**src/rtl/cache_fill_fsm_pkg.sv**
```systemverilog
// Shared definitions for the cache miss fill controller: state encoding and
// block geometry.
package cache_fill_fsm_pkg;

  localparam int BLOCK_OFFSET_BITS = 4;
  localparam int WORDS_PER_BLOCK   = 8;
  localparam int CNT_WIDTH         = $clog2(WORDS_PER_BLOCK);

  typedef enum logic {
    IDLE = 1'b0,
    FILL = 1'b1
  } fill_state_t;

endpackage

```
**src/rtl/cache_fill_fsm_counter.sv**
```systemverilog
// Word index counter for one side of a block fill; tc flags the last word.
module fill_word_counter
  import cache_fill_fsm_pkg::*;
#(
  parameter int WIDTH = CNT_WIDTH
) (
  input  logic             clk,
  input  logic             rst_n,
  input  logic             clr,
  input  logic             en,
  output logic [WIDTH-1:0] cnt,
  output logic             tc
);

  always_ff @(posedge clk) begin
    if (!rst_n)   cnt <= '0;
    else if (clr) cnt <= '0;
    else if (en)  cnt <= cnt + 1'b1;
  end

  assign tc = &cnt;

endmodule

```
**src/rtl/dff.sv**
```systemverilog
// Generic D flip-flop bank with synchronous active-low reset to RESET_VAL.
module dff #(
  parameter int               WIDTH     = 1,
  parameter logic [WIDTH-1:0] RESET_VAL = '0
) (
  input  logic             clk,
  input  logic             rst_n,
  input  logic [WIDTH-1:0] d,
  output logic [WIDTH-1:0] q
);

  always_ff @(posedge clk) begin
    if (!rst_n) q <= RESET_VAL;
    else        q <= d;
  end

endmodule

```
**src/rtl/cache_fill_fsm.sv**
```systemverilog
// Miss fill controller: fetches a 16-byte block word by word from main memory,
// streams it into the data array and writes the tag once the last word lands.
module cache_fill_fsm
  import cache_fill_fsm_pkg::*;
#(
  parameter int ADDR_WIDTH = 16,
  parameter int DATA_WIDTH = 16
) (
  input  logic                  clk,
  input  logic                  rst_n,
  input  logic                  miss_detected,
  input  logic [ADDR_WIDTH-1:0] miss_address,
  input  logic [DATA_WIDTH-1:0] memory_data,
  input  logic                  memory_data_valid,
  output logic                  fsm_busy,
  output logic                  mem_read_en,
  output logic [ADDR_WIDTH-1:0] memory_address,
  output logic                  write_data_array,
  output logic [ADDR_WIDTH-1:0] data_array_addr,
  output logic [DATA_WIDTH-1:0] data_array_wdata,
  output logic                  write_tag_array,
  output fill_state_t           fsm_state
);

  // Handshake: memory takes one request per cycle with no backpressure
  // (mem_read_en qualifies memory_address), and returns words strictly in
  // request order, each qualified by memory_data_valid for exactly one cycle.

  logic                  state_bit;
  fill_state_t           state_q, state_d;
  logic [ADDR_WIDTH-1:0] base_q;
  logic                  issue_done_q;
  logic                  cnt_clr, issue_en, recv_en;
  logic [CNT_WIDTH-1:0]  issue_cnt, recv_cnt;
  logic                  issue_tc, recv_tc;

  dff #(.WIDTH(1), .RESET_VAL(1'b0)) u_state (
    .clk   (clk),
    .rst_n (rst_n),
    .d     (state_d),
    .q     (state_bit)
  );
  assign state_q   = fill_state_t'(state_bit);
  assign fsm_state = state_q;

  fill_word_counter #(.WIDTH(CNT_WIDTH)) u_issue_cnt (
    .clk   (clk),
    .rst_n (rst_n),
    .clr   (cnt_clr),
    .en    (issue_en),
    .cnt   (issue_cnt),
    .tc    (issue_tc)
  );

  fill_word_counter #(.WIDTH(CNT_WIDTH)) u_recv_cnt (
    .clk   (clk),
    .rst_n (rst_n),
    .clr   (cnt_clr),
    .en    (recv_en),
    .cnt   (recv_cnt),
    .tc    (recv_tc)
  );

  // The issue counter wraps after the last request, so a sticky flag stops issuing.
  always_ff @(posedge clk) begin
    if (!rst_n) begin
      base_q       <= '0;
      issue_done_q <= 1'b0;
    end else begin
      if (state_q == IDLE && miss_detected)
        base_q <= {miss_address[ADDR_WIDTH-1:BLOCK_OFFSET_BITS], {BLOCK_OFFSET_BITS{1'b0}}};
      if (cnt_clr)
        issue_done_q <= 1'b0;
      else if (issue_en && issue_tc)
        issue_done_q <= 1'b1;
    end
  end

  always_comb begin
    state_d          = state_q;
    fsm_busy         = 1'b0;
    mem_read_en      = 1'b0;
    memory_address   = '0;
    write_data_array = 1'b0;
    data_array_addr  = '0;
    data_array_wdata = '0;
    write_tag_array  = 1'b0;
    cnt_clr          = 1'b0;
    issue_en         = 1'b0;
    recv_en          = 1'b0;
    case (state_q)
      IDLE: begin
        fsm_busy = miss_detected;
        if (miss_detected) begin
          cnt_clr = 1'b1;
          state_d = FILL;
        end
      end
      FILL: begin
        fsm_busy = 1'b1;
        if (!issue_done_q) begin
          mem_read_en    = 1'b1;
          issue_en       = 1'b1;
          memory_address = {base_q[ADDR_WIDTH-1:BLOCK_OFFSET_BITS], issue_cnt, 1'b0};
        end
        // Offsets replace the low bits of the base, so a block never carries out.
        if (memory_data_valid) begin
          write_data_array = 1'b1;
          recv_en          = 1'b1;
          data_array_addr  = {base_q[ADDR_WIDTH-1:BLOCK_OFFSET_BITS], recv_cnt, 1'b0};
          data_array_wdata = memory_data;
          if (recv_tc) begin
            write_tag_array = 1'b1;
            state_d         = IDLE;
          end
        end
      end
      default: state_d = IDLE;
    endcase
  end

endmodule

```
**config.mk**
```make
export PLATFORM = sky130hd
export DESIGN_NAME = cache_fill_fsm
export DESIGN_NICKNAME = d
export VERILOG_FILES = /design/src/rtl/cache_fill_fsm_pkg.sv /design/src/rtl/cache_fill_fsm_counter.sv /design/src/rtl/dff.sv /design/src/rtl/cache_fill_fsm.sv
export SDC_FILE = /design/constraint.sdc
export NUM_CORES = 1
export LEC_CHECK = 0
export ABC_AREA = 1
export CORE_AREA = 3 3 56 71
export DETAILED_ROUTE_END_ITERATION = 10
export DIE_AREA = 0 0 59 74
export PLACE_DENSITY = 0.93
export SLEW_MARGIN = 5
export SYNTH_ARGS = -nofsm -noshare
export SYNTH_HDL_FRONTEND = slang
export SYNTH_SLANG_ARGS = --single-unit
```
**constraint.sdc**
```tcl
create_clock -name clk -period 2.1 [get_ports clk]
set_input_delay 0.21 -clock clk [delete_from_list [all_inputs] [get_ports clk]]
set_output_delay 0.21 -clock clk [all_outputs]
set_load 0.01 [all_outputs]
```
==> results.txt, run 1 <==
status - finished clean
worst path buffer plus inverter count - 3
setup TNS - 0 ns
Port Buffers - 82
Max Fclk - 0.5191 GHz
end of the worst register-to-register path - base_q[11]$_SDFFE_PN0P_
synthesis-to-finish area growth - 68.21%
most frequent cells after synthesis - nor2_1 (65), inv_1 (51), nand2_1 (32), dfxtp_1 (20), nor2_2 (10)
routability cong. - 0.7320
post-cts resize count - 0
CP Cell Sequence - clkdlybuf4s50_1 > nand2_4 > buf_12 > nor2_1 > clkdlybuf4s50_1
Top Family by Delay on Critical Path - buffers and inverters
first-pass GRT wire length - 5216 um
CTS tree - yes
r2r startpoint - u_state.q$_SDFF_PN0_
# hold bufs at CTS - 0
Synth Instances - 211
Mapped Avg Cell Area - 6.025 um^2
largest net degree at the start of global routing - 25
setup bufs post-CTS - 0
fin crit share - 91.74%
#FFs+latches synth - 20
clock edge transition at the registers on the reported setup and hold paths - 0.07 ns
row count - 24
Seq/Total Area, Yosys - 31.50%
cell area power density - 431.2 nW/um^2
most frequent cell after synthesis - nor2_1
Routed WL - 3232 um
min-delay src - issue_done_q$_SDFFE_PP0P_
filler cell count - 303
RSZ-0062 raised after global routing - false
reg-to-reg slack, setup - 0.97 ns
Mapped Area - 1271 um^2
share of layout cells above drive strength 1 - 8.247%
Netlist cell types - 16
Layout Skew - 0.002873 ns
number of global-route vias before repair - 1257
io pins - 89
Yosys top cell by area - dfxtp_1
antenna-violating nets left - 0
DP HPWL - 2721 um
Critical Path Slowest Stage Cell - clkdlybuf4s50_1
Static Leak - 0.9958 nW
drt drc - 0
hold path depth - 2
dpl ws - 0.1470 ns
CP max FO - 22
grt ovf - 0
ys async rst share - 0%
synth top area cells - dfxtp_1 (31%), nor2_1 (19%), inv_1 (15%)
max cap viols - 0
Worst setup EP type - primary output
initial antenna violation count - 0
Final Setup Violations - 0
Final nets - 333
Core ar. - 3423 um^2
CP max stage delay - 0.55 ns
die width - 59 um
Post-synth EDFFs - 0
worst path required time - 1.89 ns
H-Tree Depth - 1
Via density - 4.261
reg2reg path depth - 4
Inserted Diodes - 0
CTS buffer count - 3
WP data arrival - 1.72 ns
clk_lat worst skew - 0.25 ns
Slew Limit Fails - 0
CTS Buffer Depth - 2
die area - 4366 um^2
CTS sink cnt - 20
most used cell, CP - clkdlybuf4s50_1
Die Y-Extent - 74 um
synth warn - 0
CP startpoint kind - primary input
commonest register cell after synthesis - dfxtp_1
Setup WS post-layout - 0.1736 ns
initial core utilization - 37.13%
Setup CP Type - primary input to primary output
Final Hold Vio Count - 0
worst vdd ir - 0.0003246 V
Pre-antenna DRT Iters - 4
root buf cell - clkbuf_8
Synth top area share - 31.50%
GR Util All Layers - 14.92%
Hold Path End - issue_done_q$_SDFFE_PP0P_
Worst Hold Class - flip-flop to flip-flop
Tmin final - 1.926 ns
DR iter-0 viols - 16
DR vias - 1406
Wirelength per Cell - 9.794 um
[state kept, by name, indices dropped and copies added (netlist names)]
signal           flops
u_issue_cnt.cnt      3
u_recv_cnt.cnt       3
base_q              12
issue_done_q         1
u_state.q            1
[how the worst max path moves through the flow]
| stage | depth (start not counted) | to | startpoint |
|---|---|---|---|
| after floorplan | 4 | data_array_addr[10] | u_state.q$_SDFF_PN0_ |
| after global placement | 5 | data_array_addr[14] | memory_data_valid |
| after detailed placement | 5 | data_array_wdata[12] | memory_data_valid |
| after CTS | 4 | memory_address[6] | u_state.q$_SDFF_PN0_ |
| after global routing | 4 | memory_address[6] | u_state.q$_SDFF_PN0_ |
| final | 5 | data_array_wdata[12] | memory_data_valid |
[through the flow]
step	utilization, %	instances	instance area, um^2	total power [mW]	hold slack (ns)
after CTS	62.43	330	2137	0.9376	0.4832
after global placement	61.22	327	2096	0.6841	0.4473
final	62.46	330	2138	0.9221	0.4824
after global routing	62.46	330	2138	0.9793	0.5003
after detailed placement	61.22	327	2096	0.6916	0.4654
after floorplan	-	212	1275	0.5597	0.3304
[worst register-to-register path, stage by stage, from the launching register on]
cell and delay, ns:
dfxtp_2 0.38, nor2_4 0.41, nand2_1 0.11, nand2_1 0.08
nor2_1 0.04
[metal layers]
metal | GRT usage (%) | routed length [um] | share of wire (%)
met3 | 2.604 | 317 | 9.8
met1 | 15.36 | 1147 | 35
met4 | 4.786 | 31 | 0.96
met5 | 0 | 0 | 0
met2 | 29.61 | 1735 | 54
[cells in the final DEF (no fill, tap or decap), drive strengths merged]
master / instances
conb: 2
clkdlybuf4s50: 82
inv: 53
nand2: 35
ha: 4
nand3: 6
buf: 4
a21oi: 6
dfxtp: 20
clkbuf: 3
nor2: 76
[layout make-up]
| class | instances | area (um^2) | area share, % |
|---|---|---|---|
| sequential | 20 | 401.6 | 18.78 |
| multi-input combinational | 129 | 584.3 | 27.33 |
| tap | 39 | 48.80 | 2.282 |
| timing repair buffer | 86 | 863.3 | 40.37 |
| clock buffer | 3 | 41.29 | 1.931 |
| inverter | 53 | 198.9 | 9.304 |
[cells by family after synthesis]
kind of cell    after synthesis  share of synthesized area (%)
compound gates                6                          2.362
flops                        20                          31.50
fa+ha+maj                     4                          3.937
other cells                   1                         0.2950
simple gates                117                          39.08
buf+inv                      63                          22.83
[report_power, final]
| part | internal, mW | switching [mW] | leakage, nW |
|---|---|---|---|
| Clock | 0.127 | 0.115 | 0.0216 |
| Sequential | 0.402 | 0.0145 | 0.165 |
| Combinational | 0.144 | 0.120 | 0.810 |
| Total | 0.673 | 0.249 | 0.996 |
Note: power is estimated with default switching activity, not from simulation.
==> run 2, diff against run 1 <==
Settings changed: RECOVER_POWER set to 100.
==> run 2 against run 1 <==
  * Sequential power about the same
  * First-iteration DRC count increased by 6.3%
  * Wire length did not move
  * Non-clock buffer count unchanged
  * Clock skew increased by 0.0013 ns
  * Sequential share of layout area grew 0.099 points
  * Worst setup slack worse by 0.050 ns
  * Via count increased by 0.21%
  * Critical path type unchanged
==> results.txt, run 2 (synthesis results as in run 1) <==
DR vias - 1409 (+0.21%)
commonest non-fill, non-tap cell in the layout - nor2_1
status - finished clean
CTS buffer count - 3 (unchanged)
WP data arrival - 1.77 ns (+0.05 ns)
Least-Margin Pin Slew - 0.8145 ns
RSZ-0062 raised after global routing - false
dpl ws - 0.1470 ns (unchanged)
worst path required time - 1.89 ns (about the same)
placed cell count - 327 (unchanged)
Layout Skew - 0.004170 ns (+0.001297 ns)
largest net degree at the start of global routing - 25 (unchanged)
GR Util All Layers - 14.92% (unchanged)
die width - 59 um (unchanged)
Wirelength per Cell - 9.794 um (unchanged)
Layout Cells excl Fill - 330 (unchanged)
Final Hold Vio Count - 0 (unchanged)
Final nets - 333 (unchanged)
initial core utilization - 37.13% (unchanged)
CTS tree - yes
initial antenna violation count - 0 (unchanged)
Routed WL - 3232 um (unchanged)
slew margin rel. - 45.64%
clk_lat worst skew - 0.25 ns (about the same)
filler cell count - 307 (+1.3%)
Via density - 4.270 (+0.21%)
Setup CP Type - primary input to primary output
fin crit share - 94.13% (+2.4 points)
Die Y-Extent - 74 um (unchanged)
CP startpoint kind - primary input
Tot Pwr - 0.9112 mW (-1.2%)
setup TNS - 0 ns (unchanged)
CTS Buffer Depth - 2 (unchanged)
worst vdd ir - 0.0003240 V (-0.18%)
H-Tree Depth - 1 (unchanged)
Inserted Diodes - 0 (unchanged)
CP max FO - 22 (unchanged)
first-pass GRT wire length - 5216 um (unchanged)
DR iter-0 viols - 17 (+1)
routability cong. - 0.7320 (unchanged)
Max Fclk - 0.5059 GHz (-2.5%)
most frequent cells in the layout - nor2_1 (65), inv_1 (51), clkdlybuf4s50_1 (42), dlygate4sd3_1 (40), nand2_1 (33)
Static Leak - 1.108 nW (+11%)
CTS sink cnt - 20 (unchanged)
max cap viols - 0 (unchanged)
cell area power density - 428.4 nW/um^2 (-0.66%)
drt drc - 0 (unchanged)
Core ar. - 3423 um^2 (unchanged)
clock edge transition at the registers on the reported setup and hold paths - 0.07 ns (about the same)
Setup WS post-layout - 0.1232 ns (-0.05039 ns)
Worst Hold Class - flip-flop to flip-flop
grt ovf - 0 (unchanged)
Worst setup EP type - primary output
io pins - 89 (unchanged)
Pre-antenna DRT Iters - 4 (unchanged)
Port Buffers - 82 (unchanged)
Biggest register - base_q
share of layout cells above drive strength 1 - 7.560% (-0.69 points)
number of global-route vias before repair - 1257 (unchanged)
max reg flops - 12 (unchanged)
WHS - 0.4827 ns (+0.0002930 ns)
Final Setup Violations - 0 (unchanged)
row count - 24 (unchanged)
DP HPWL - 2721 um (unchanged)
synthesis-to-finish area growth - 67.32%
Slew Limit Fails - 0 (unchanged)
root buf cell - clkbuf_8
largest registers - base_q (12), u_issue_cnt.cnt (3), u_recv_cnt.cnt (3)
Tmin final - 1.977 ns (+0.05039 ns)
die area - 4366 um^2 (unchanged)
antenna-violating nets left - 0 (unchanged)
-- run 2: changes by cell type in the layout (fill, tap and decap cells not counted), sizes merged --
cell / change
clkdlybuf4s50: -40
dlygate4sd3: +40
buf: -1
clkbuf: +1
-- run 2: cell type report --
| class | instances | area [um^2] | share of cell area (%) |
|---|---|---|---|
| Clock buffer | 3 | 41.29 | 1.941 |
| Inverter | 53 | 198.9 | 9.353 |
| Multi-Input combinational cell | 129 | 576.8 | 27.12 |
| Sequential cell | 20 | 401.6 | 18.88 |
| Tap cell | 39 | 48.80 | 2.294 |
| Timing Repair Buffer | 86 | 859.6 | 40.41 |
-- run 2: path summary, 6_finish.rpt --
path	from	endpoint	slack, ns	cells after the start
min	issue_done_q$_SDFFE_PP0P_	issue_done_q$_SDFFE_PP0P_	0.48	2
max reg2reg	u_state.q$_SDFF_PN0_	base_q[11]$_SDFFE_PN0P_	0.71	4
max	memory_data_valid	data_array_addr[14]	0.12	5
min reg2reg	issue_done_q$_SDFFE_PP0P_	issue_done_q$_SDFFE_PP0P_	0.48	2
-- run 2: where the power goes --
part,switching (mW),total [mW],internal [mW]
Clock,0.117,0.244,0.127
Sequential,0.0139,0.416,0.402
Combinational,0.118,0.251,0.133
-- run 2: per-stage QoR --
stage          area (um^2)  util [%]
6_report              2127     62.13
5_1_grt               2127     62.13
4_1_cts               2137     62.43
3_5_place_dp          2096     61.22
3_3_place_gp          2096     61.22
2_1_floorplan         1275         -
-- run 2: timing repair --
| item | CTS | global route |
|---|---|---|
| hold buffers | 0 | 0 |
| endpoints found under the setup margin | 0 | 15 |
| resized for setup | 0 | 1 |
| setup buffers | 0 | 0 |
-- run 2: per-layer routing --
| layer | wire length (um) | share of wire (%) | vias to the layer above | global-route usage, % |
|---|---|---|---|---|
| met5 | 0 | 0 | - | 0 |
| li1 | - | - | 744 | - |
| met3 | 338 | 10 | 2 | 2.604 |
| met4 | 31 | 0.96 | 0 | 4.786 |
| met2 | 1734 | 54 | 60 | 29.61 |
| met1 | 1127 | 35 | 603 | 15.36 |
-- run 2: critical path, stage by stage --
cell             delay (ns)
clkdlybuf4s50_1        0.55
nand2_4                0.13
buf_12                 0.18
nor2_1                 0.08
dlygate4sd3_1          0.61
